$ cat config.mk
export PLATFORM = sky130hd
export DESIGN_NAME = axi4lite_cmd_engine
export DESIGN_NICKNAME = d
export VERILOG_FILES = /design/src/rtl/axi4lite_pkg.sv /design/src/rtl/axi4lite_regfile_slave.sv /design/src/rtl/axi4lite_cmd_engine.sv
export SDC_FILE = /design/constraint.sdc
export NUM_CORES = 1
export LEC_CHECK = 0
export BUFFER_PORTS_ARGS = -buffer_cell sky130_fd_sc_hd__buf_2
export CORE_ASPECT_RATIO = 1.5
export CORE_MARGIN = 5
export CORE_UTILIZATION = 60
export CTS_CLUSTER_SIZE = 30
export DETAILED_ROUTE_END_ITERATION = 12
export GPL_TIMING_DRIVEN = 0
export PLACE_DENSITY = 0.78
export SLEW_MARGIN = 15
export SYNTH_ARGS = -nofsm -noshare
export SYNTH_HDL_FRONTEND = slang
export SYNTH_SLANG_ARGS = --single-unit
$ cat constraint.sdc
create_clock -name clk -period 5.2 [get_ports clk]
set_clock_uncertainty 0.05 [all_clocks]
set_input_delay 0.52 -clock clk [delete_from_list [all_inputs] [get_ports clk]]
set_output_delay 0.52 -clock clk [all_outputs]
set_load 0.005 [all_outputs]
$ cat src/rtl/axi4lite_pkg.sv
// Shared definitions for the AXI4-Lite command engine: response codes,
// master state encoding and a constant-evaluable log2 helper.
package axi4lite_pkg;

   localparam logic [1:0] RESP_OKAY   = 2'b00;
   localparam logic [1:0] RESP_SLVERR = 2'b10;

   typedef enum logic [2:0] {
      ST_IDLE,
      ST_WR,
      ST_BRESP,
      ST_AR,
      ST_RDATA,
      ST_RSP
   } mst_state_e;

   function automatic int clog2(input int value);
      int result;
      result = 0;
      while ((1 << result) < value) result++;
      return result;
   endfunction

endpackage

$ cat src/rtl/axi4lite_regfile_slave.sv
// AXI4-Lite register-file slave with byte strobes and SLVERR for indices
// beyond NUM_REGS. One transaction at a time; responses held until accepted.
module axi4lite_regfile_slave
   import axi4lite_pkg::*;
#(
   parameter int ADDR_WIDTH = 8,
   parameter int DATA_WIDTH = 32,
   parameter int NUM_REGS   = 8
) (
   input  logic                    clk,
   input  logic                    rst_n,
   input  logic                    awvalid,
   output logic                    awready,
   input  logic [ADDR_WIDTH-1:0]   awaddr,
   input  logic                    wvalid,
   output logic                    wready,
   input  logic [DATA_WIDTH-1:0]   wdata,
   input  logic [DATA_WIDTH/8-1:0] wstrb,
   output logic                    bvalid,
   input  logic                    bready,
   output logic [1:0]              bresp,
   input  logic                    arvalid,
   output logic                    arready,
   input  logic [ADDR_WIDTH-1:0]   araddr,
   output logic                    rvalid,
   input  logic                    rready,
   output logic [DATA_WIDTH-1:0]   rdata,
   output logic [1:0]              rresp
);

   localparam int STRB_W = DATA_WIDTH / 8;
   localparam int LSB    = clog2(STRB_W);
   localparam int IDX_W  = ADDR_WIDTH - LSB;

   logic [DATA_WIDTH-1:0] regs_q [NUM_REGS];
   logic [DATA_WIDTH-1:0] regs_d [NUM_REGS];
   logic                  bvalid_q, bvalid_d;
   logic [1:0]            bresp_q, bresp_d;
   logic                  rvalid_q, rvalid_d;
   logic [DATA_WIDTH-1:0] rdata_q, rdata_d;
   logic [1:0]            rresp_q, rresp_d;

   logic [IDX_W-1:0]      aw_idx, ar_idx;
   logic                  aw_hit, ar_hit;
   logic                  wr_fire, rd_fire;
   logic [DATA_WIDTH-1:0] rd_sel;

   assign aw_idx  = awaddr[ADDR_WIDTH-1:LSB];
   assign ar_idx  = araddr[ADDR_WIDTH-1:LSB];
   assign aw_hit  = 32'(aw_idx) < NUM_REGS;
   assign ar_hit  = 32'(ar_idx) < NUM_REGS;

   // Address and data are accepted together, and never while a B response is pending.
   assign wr_fire = awvalid & wvalid & ~bvalid_q;
   assign rd_fire = arvalid & ~rvalid_q;
   assign awready = wr_fire;
   assign wready  = wr_fire;
   assign arready = rd_fire;

   assign bvalid  = bvalid_q;
   assign bresp   = bresp_q;
   assign rvalid  = rvalid_q;
   assign rdata   = rdata_q;
   assign rresp   = rresp_q;

   always_comb begin
      regs_d   = regs_q;
      bvalid_d = bvalid_q;
      bresp_d  = bresp_q;
      rvalid_d = rvalid_q;
      rdata_d  = rdata_q;
      rresp_d  = rresp_q;
      rd_sel   = '0;

      for (int r = 0; r < NUM_REGS; r++) begin
         if (ar_idx == IDX_W'(r)) rd_sel = regs_q[r];
      end

      if (bvalid_q && bready) bvalid_d = 1'b0;
      if (wr_fire) begin
         bvalid_d = 1'b1;
         bresp_d  = aw_hit ? RESP_OKAY : RESP_SLVERR;
         for (int r = 0; r < NUM_REGS; r++) begin
            if (aw_hit && aw_idx == IDX_W'(r)) begin
               for (int b = 0; b < STRB_W; b++) begin
                  if (wstrb[b]) regs_d[r][8*b +: 8] = wdata[8*b +: 8];
               end
            end
         end
      end

      if (rvalid_q && rready) rvalid_d = 1'b0;
      if (rd_fire) begin
         rvalid_d = 1'b1;
         rdata_d  = ar_hit ? rd_sel : '0;
         rresp_d  = ar_hit ? RESP_OKAY : RESP_SLVERR;
      end
   end

   always_ff @(posedge clk or negedge rst_n) begin
      if (!rst_n) begin
         for (int r = 0; r < NUM_REGS; r++) regs_q[r] <= '0;
         bvalid_q <= 1'b0;
         bresp_q  <= RESP_OKAY;
         rvalid_q <= 1'b0;
         rdata_q  <= '0;
         rresp_q  <= RESP_OKAY;
      end else begin
         regs_q   <= regs_d;
         bvalid_q <= bvalid_d;
         bresp_q  <= bresp_d;
         rvalid_q <= rvalid_d;
         rdata_q  <= rdata_d;
         rresp_q  <= rresp_d;
      end
   end

endmodule

$ cat src/rtl/axi4lite_cmd_engine.sv
// Command-driven AXI4-Lite master wrapped around an internal register-file
// slave. One command in flight; response held until rsp_ready.
module axi4lite_cmd_engine
   import axi4lite_pkg::*;
#(
   parameter int ADDR_WIDTH = 8,
   parameter int DATA_WIDTH = 32,
   parameter int NUM_REGS   = 8
) (
   input  logic                    clk,
   input  logic                    rst_n,
   input  logic                    cmd_valid,
   output logic                    cmd_ready,
   input  logic                    cmd_write,
   input  logic [ADDR_WIDTH-1:0]   cmd_addr,
   input  logic [DATA_WIDTH-1:0]   cmd_wdata,
   input  logic [DATA_WIDTH/8-1:0] cmd_wstrb,
   output logic                    rsp_valid,
   input  logic                    rsp_ready,
   output logic [DATA_WIDTH-1:0]   rsp_rdata,
   output logic                    rsp_err,
   output logic                    busy
);

   mst_state_e              state_q;
   logic                    cmd_ready_q, busy_q;
   logic                    awvalid_q, wvalid_q, bready_q, arvalid_q, rready_q;
   logic [ADDR_WIDTH-1:0]   addr_q;
   logic [DATA_WIDTH-1:0]   wdata_q;
   logic [DATA_WIDTH/8-1:0] wstrb_q;
   logic                    rsp_valid_q, rsp_err_q;
   logic [DATA_WIDTH-1:0]   rsp_rdata_q;

   logic                    awready, wready, bvalid, arready, rvalid;
   logic [1:0]              bresp, rresp;
   logic [DATA_WIDTH-1:0]   rdata;
   // Only bit 1 of a response distinguishes an error; bit 0 is intentionally dropped.
   logic                    unused_resp_lsb;

   assign unused_resp_lsb = bresp[0] ^ rresp[0];

   assign cmd_ready = cmd_ready_q;
   assign busy      = busy_q;
   assign rsp_valid = rsp_valid_q;
   assign rsp_rdata = rsp_rdata_q;
   assign rsp_err   = rsp_err_q;

   axi4lite_regfile_slave #(
      .ADDR_WIDTH (ADDR_WIDTH),
      .DATA_WIDTH (DATA_WIDTH),
      .NUM_REGS   (NUM_REGS)
   ) u_slave (
      .clk     (clk),
      .rst_n   (rst_n),
      .awvalid (awvalid_q),
      .awready (awready),
      .awaddr  (addr_q),
      .wvalid  (wvalid_q),
      .wready  (wready),
      .wdata   (wdata_q),
      .wstrb   (wstrb_q),
      .bvalid  (bvalid),
      .bready  (bready_q),
      .bresp   (bresp),
      .arvalid (arvalid_q),
      .arready (arready),
      .araddr  (addr_q),
      .rvalid  (rvalid),
      .rready  (rready_q),
      .rdata   (rdata),
      .rresp   (rresp)
   );

   always_ff @(posedge clk or negedge rst_n) begin
      if (!rst_n) begin
         state_q     <= ST_IDLE;
         cmd_ready_q <= 1'b1;
         busy_q      <= 1'b0;
         awvalid_q   <= 1'b0;
         wvalid_q    <= 1'b0;
         bready_q    <= 1'b0;
         arvalid_q   <= 1'b0;
         rready_q    <= 1'b0;
         addr_q      <= '0;
         wdata_q     <= '0;
         wstrb_q     <= '0;
         rsp_valid_q <= 1'b0;
         rsp_rdata_q <= '0;
         rsp_err_q   <= 1'b0;
      end else begin
         case (state_q)
            ST_IDLE: begin
               if (cmd_valid) begin
                  cmd_ready_q <= 1'b0;
                  busy_q      <= 1'b1;
                  addr_q      <= cmd_addr;
                  wdata_q     <= cmd_wdata;
                  wstrb_q     <= cmd_wstrb;
                  rsp_rdata_q <= '0;
                  rsp_err_q   <= 1'b0;
                  if (cmd_write) begin
                     state_q   <= ST_WR;
                     awvalid_q <= 1'b1;
                     wvalid_q  <= 1'b1;
                  end else begin
                     state_q   <= ST_AR;
                     arvalid_q <= 1'b1;
                  end
               end
            end
            ST_WR: begin
               if (awready) awvalid_q <= 1'b0;
               if (wready)  wvalid_q  <= 1'b0;
               // A channel counts as done once its valid has dropped or it handshakes now.
               if ((!awvalid_q || awready) && (!wvalid_q || wready)) begin
                  state_q  <= ST_BRESP;
                  bready_q <= 1'b1;
               end
            end
            ST_BRESP: begin
               if (bvalid) begin
                  bready_q    <= 1'b0;
                  rsp_err_q   <= bresp[1];
                  rsp_valid_q <= 1'b1;
                  state_q     <= ST_RSP;
               end
            end
            ST_AR: begin
               if (arready) begin
                  arvalid_q <= 1'b0;
                  rready_q  <= 1'b1;
                  state_q   <= ST_RDATA;
               end
            end
            ST_RDATA: begin
               if (rvalid) begin
                  rready_q    <= 1'b0;
                  rsp_rdata_q <= rdata;
                  rsp_err_q   <= rresp[1];
                  rsp_valid_q <= 1'b1;
                  state_q     <= ST_RSP;
               end
            end
            ST_RSP: begin
               if (rsp_ready) begin
                  rsp_valid_q <= 1'b0;
                  busy_q      <= 1'b0;
                  cmd_ready_q <= 1'b1;
                  state_q     <= ST_IDLE;
               end
            end
            default: state_q <= ST_IDLE;
         endcase
      end
   end

endmodule
**Word-level counts from Yosys, hierarchy flattened**

Cells that the tools add are included.

- Register bits: 381
- Input bits: 49
- Output and inout port bits: 36

- Order comparisons: 1
- Equal/unequal tests: 21
- Muxes and demuxes: 51
- Bitwise operators: 4
- Reduce and logical (&&, ||, !) cells: 66

Operators by type and width:

| cell | number |
|---|---|
| 32-bit two-way mux | 11 |
| 3-bit AND reduction | 36 |
| 32-bit case mux with 2 select lines | 1 |
| 6-bit by 3-bit equality test with 1-bit output, second input constant | 4 |
| 1-bit two-way mux | 22 |
| 3-bit two-way mux | 6 |
| 3-bit case mux with 6 select lines | 1 |
| 4-bit AND reduction | 4 |
| 2-bit nonzero test | 8 |
| 2-bit != test, second input constant | 7 |
| 6-bit by 2-bit equality test with 1-bit output, second input constant | 2 |
| 1-bit case mux with 2 select lines | 6 |
| 1-bit logical AND | 10 |
| 3-bit by 2-bit equality test with 1-bit output, second input constant | 2 |
| 3-bit equality test, second input constant | 2 |
| 6-bit by 1-bit equality test with 1-bit output, second input constant | 1 |
| 6-bit logical NOT | 1 |
| 6-bit by 4-bit < comparator with 1-bit output, second input constant | 1 |
| 1-bit case mux with 3 select lines | 2 |
| 6-bit AND reduction | 1 |
| 3-bit nonzero test | 2 |
| 2-bit two-way mux | 2 |
| 2-bit by 1-bit != test with 1-bit output, second input constant | 2 |
| 3-bit by 1-bit equality test with 1-bit output, second input constant | 1 |
| other kinds (6) | 8 |

**Longest topological paths before layout**

- Depth in word-level cells: 10
- Mapped depth: 8

**By module**

A second synthesis with hierarchy kept.

- Cells, all modules: 1298
- Area total of the unflattened synthesis: 16886.2 µm²

By module, submodules not included:

| module | instances | cells each | area an instance (µm²) |
|---|---|---|---|
| axi4lite_regfile_slave | 1 | 989 | 13286.5 |
| axi4lite_cmd_engine | 1 | 309 | 3599.7 |

**Worst setup path before layout**

Ideal clock, no wire load.

- Kind: flip-flop to flip-flop
- Start point: register addr_q[7]
- End point: register u_slave.regs_q[0] (netlist name)
- Arrival: 1933 ps
- Required time: 5025 ps
- Setup slack: 3093 ps
- Cell stages (with the launch flop): 6
- Clock period less this slack: 2107 ps
- Cells stage by stage: dfrtp_1 -> or4b_4 -> or2_1 -> buf_4 -> nor2_4 -> mux2_2

- Cells in the longest elaborated chain, start to end: 3
- Elaborated cells on any way between the ends: 4
- Those cells by class: order compare: 1; eq/ne: 1; reduce/logical: 2

RTL lines:

| item | line | text |
|---|---|---|
| start, declared | axi4lite_cmd_engine.sv:28 | `logic [ADDR_WIDTH-1:0] addr_q;` |
| start signal, assigned | axi4lite_cmd_engine.sv:96 | `addr_q <= cmd_addr;` |
| 6-bit by 4-bit < comparator with 1-bit output / 6-bit by 3-bit equality test with 1-bit output (equally long branches) | axi4lite_regfile_slave.sv:50, axi4lite_regfile_slave.sv:84 |  |
| 1-bit logical AND (*) | axi4lite_regfile_slave.sv:84 | `if (aw_hit && aw_idx == IDX_W'(r)) begin` |
| 3-bit AND reduction (no line) (*) | -- |  |
| end signal, assigned | axi4lite_regfile_slave.sv:109 | `regs_q <= regs_d;` |
| end, declared | axi4lite_regfile_slave.sv:35 | `logic [DATA_WIDTH-1:0] regs_q [NUM_REGS];` |

Every way passes the cells marked *; elsewhere a longest branch is shown, timed or not.
A chain may end at the register's enable or synchronous reset.

**Worst setup path in the final report**

- Start point: register addr_q[4]
- End point: register u_slave.rdata_q[20], in the netlist u_slave.rdata[20]

- Cells in the longest elaborated chain, start to end: 10
- Elaborated cells on any way between the ends: 18
- Those cells by class: order compare: 1; eq/ne: 7; mux: 9; reduce/logical: 1

RTL lines:

| item | line | text |
|---|---|---|
| 6-bit logical NOT | axi4lite_regfile_slave.sv:76 | `if (ar_idx == IDX_W'(r)) rd_sel = regs_q[r];` |
| 32-bit two-way mux (8 in a row) | axi4lite_regfile_slave.sv:76 |  |
| 32-bit two-way mux (*) | axi4lite_regfile_slave.sv:95 | `rdata_d = ar_hit ? rd_sel : '0;` |
| end signal, assigned | axi4lite_regfile_slave.sv:113 | `rdata_q <= rdata_d;` |
| end, declared | axi4lite_regfile_slave.sv:40 | `logic [DATA_WIDTH-1:0] rdata_q, rdata_d;` |

Marked as above.

==> metrics.yaml <==
status: "finished, final reports clean"
met2_wirelength_mm: 21.59
hp-class: "in -> reg"
slew_viol_final: 0
insertion_delay_ns: 0.53
layout_commonest_cell: "dfrtp_1"
setup_viol: 0
ctsResizeCount: 0
fin_crit_ns: 3.021
min_from: "cmd_wdata[7]"
via_per_inst: 6.409
top_layer_used: "met5"
wl_met1_mm: 16.64
numCtsBuffers: 36
fin_cells: 1778
place.gp.congestion: 0.8936
core_mm2: 0.02713
r2r_cells: 7
reg2reg_to: "u_slave.rdata[20]$_DFFE_PN0P_"
worstMarginPinSlew_ns: 1.063
synth_seq_area_share_pct: 57.46
hold_viol_final: 0
powerDensity_mw_per_mm2: 432.5
grt_pass1_wl_mm: 67.65
overflow: 0
start_util_pct: 60.52
timing.rr.start: "addr_q[4]$_DFFE_PN0P_"
rsz0062_at_grt: "no"
rows: 74
drt_iter0_drc: 800
critPathArrivalTime_ns: 3.37
vias: 11396
fin_nets: 1459
path_clk_slew_ns: 0.07
mostFrequentLayoutCells: "376 x dfrtp_1, 317 x mux2_2, 126 x nand2_1, 103 x buf_2, 77 x o21ai_0"
postSynthCellCount: 1285
met3_length_mm: 2.899
num_antenna_cells: 0
min_path_cells: 2
criticalPathCategory: "reg -> reg"
dr.pass1.iters: 5
drive_above_1_share_pct: 36.91
synth-async-reset-ratio_pct: 100.0
maxCapViolCount: 0
start_kind: "flop"
leakage_nw: 8.874
synth_edf_count: 0
syn_nets: 1334
grt_pass1_vias: 11913
final_antenna_net_count: 0
routed_wl_mm: 43.50
syn_area_mm2: 0.01642
grt_max_degree: 98
die_area_mm2: 0.03084
yosysUniqueCellTypes: 53
port_buffers: 82
path_max_fanout: 10
grt_use_total_pct: 28.21
clock_sinks: 377
ios: 85
post-route-period-util_pct: 58.10
hpwl_mm: 29.21
fp.dieH_um: 212.6
antenna_found_initial: 2
tns_ns: 0
cts_tree: "done"
place_inst: 1713
r2r_slack_ns: 2.18
cts_root_buffer: "clkbuf_16"
min_to: "wdata_q[7]$_DFFE_PN0P_"
wl_per_cell_um: 24.47
ys_ff_latch: 377
htree_levels: 2
crit_required_ns: 5.55
ir_drop_mv: 0.3989
drc: 0
fmaxAchievable_mhz: 331.0
post-cts-setup-buffers: 0
critPathCaptureType: "flop"
syn_to_final_growth_pct: 13.67
max_slew_margin_pct: 29.14
clk_path_buf_depth: 3
synth_area_per_cell_um2: 12.78
ys.flop_type: "dfrtp_1"
die_x_um: 145.1
nFillCells: 1896
ys_warn_count: 0
[logic make-up (layout without fill, tap and decap cells)]
family	count (synthesis)	count (layout)	synth area share (%)
buffers and inverters	78	229	2.035
AO/OA/AOI/OAI	262	262	11.13
multiplexers	327	327	22.37
AND/OR/NAND/NOR	241	241	7.011
flip-flops	377	377	57.46
[worst max-delay path by stage]
| stage | start | endpoint | slack (ns) | depth (start not counted) |
|---|---|---|---|---|
| 2_1_floorplan | addr_q[7]$_DFFE_PN0P_ | u_slave.regs_q[0]$_DFFE_PN0P_ | 3.09 | 5 |
| 3_3_place_gp | rst_n | wdata_q[20]$_DFFE_PN0P_ | -3.52 | 1 |
| 3_5_place_dp | addr_q[4]$_DFFE_PN0P_ | u_slave.rdata[20]$_DFFE_PN0P_ | 2.30 | 7 |
| 4_1_cts | addr_q[4]$_DFFE_PN0P_ | u_slave.rdata[20]$_DFFE_PN0P_ | 2.29 | 7 |
| 5_1_grt | addr_q[4]$_DFFE_PN0P_ | u_slave.rdata[20]$_DFFE_PN0P_ | 2.07 | 7 |
| 6_report | addr_q[4]$_DFFE_PN0P_ | u_slave.rdata[20]$_DFFE_PN0P_ | 2.18 | 7 |
[final cells by class]
class | count | area (um^2) | share of cell area (%)
buffer | 74 | 319.1 | 1.709
clock buffer | 54 | 1120 | 6.000
clock inverter | 10 | 156.4 | 0.8380
inverter | 4 | 15.01 | 0.08044
multi-input combinational | 830 | 6650 | 35.63
sequential | 377 | 9435 | 50.55
tap | 342 | 427.9 | 2.293
timing repair buffer | 87 | 540.5 | 2.896
[report_power, final]
group	internal [mW]	switching (mW)	leakage, nW	total (mW)
combinational	0.548	1.13	3.12	1.68
clock	1.69	1.13	0.631	2.82
sequential	3.16	0.418	5.13	3.58
[sequential cells by signal, indices dropped and copies added (netlist names), 3 cells and up]
name,cells
addr_q,6
rsp_rdata,32
state_q,3
u_slave.rdata,32
u_slave.regs_q,256
wdata_q,32
wstrb_q,4
[stage by stage]
step / area, um^2 / hold WS, ns / setup slack [ns] / power [mW] / util (%)
finish: 18660 / 0.1680 / 2.179 / 8.071 / 68.80
global route: 18660 / 0.1590 / 2.066 / 8.348 / 68.80
CTS: 18660 / 0.1564 / 2.286 / 8.062 / 68.80
detailed placement: 17380 / 0.4155 / 2.298 / 5.250 / 64.06
global placement: 17260 / 0.4121 / -3.524 / 5.193 / 63.62
floorplan: 16420 / 0.1744 / 3.093 / 4.466 / -
[critical path: stages, from the launching register on]
cell	delay, ns
dfrtp_1	0.36
buf_2	0.32
buf_2	0.43
buf_1	0.74
mux2i_1	0.30
nor2_1	0.06
a2111oi_0	0.47
o31ai_1	0.15
[cell usage after synthesis (all sizes together) (11+ instances only)]
master    n  area share [%]
mux2    319              22
nand3    15            0.58
nor2     67             2.1
o221ai   20             1.1
a211o    17            0.91
nand2   126             2.9
dfrtp   376              57
buf      30            0.92
a21oi    30            0.91
a22oi    36             1.6
o31ai    12            0.55
clkbuf   44             1.0
a221oi   15            0.80
nor2b    11            0.42
o21ai    81             2.6
[routing by layer]
metal  global-route usage, %  up-vias
met5                       0        -
met4                   14.03        2
met3                   5.245      144
met2                   47.79      493
met1                   35.00     5828
li1                        -     4929
[what timing repair did]
item | CTS | global route
endpoints found under the setup margin | 0 | 0
endpoints found under the hold margin | 53 | 0
hold buffers | 1 | 0
Power figures use the tool's default switching activity.
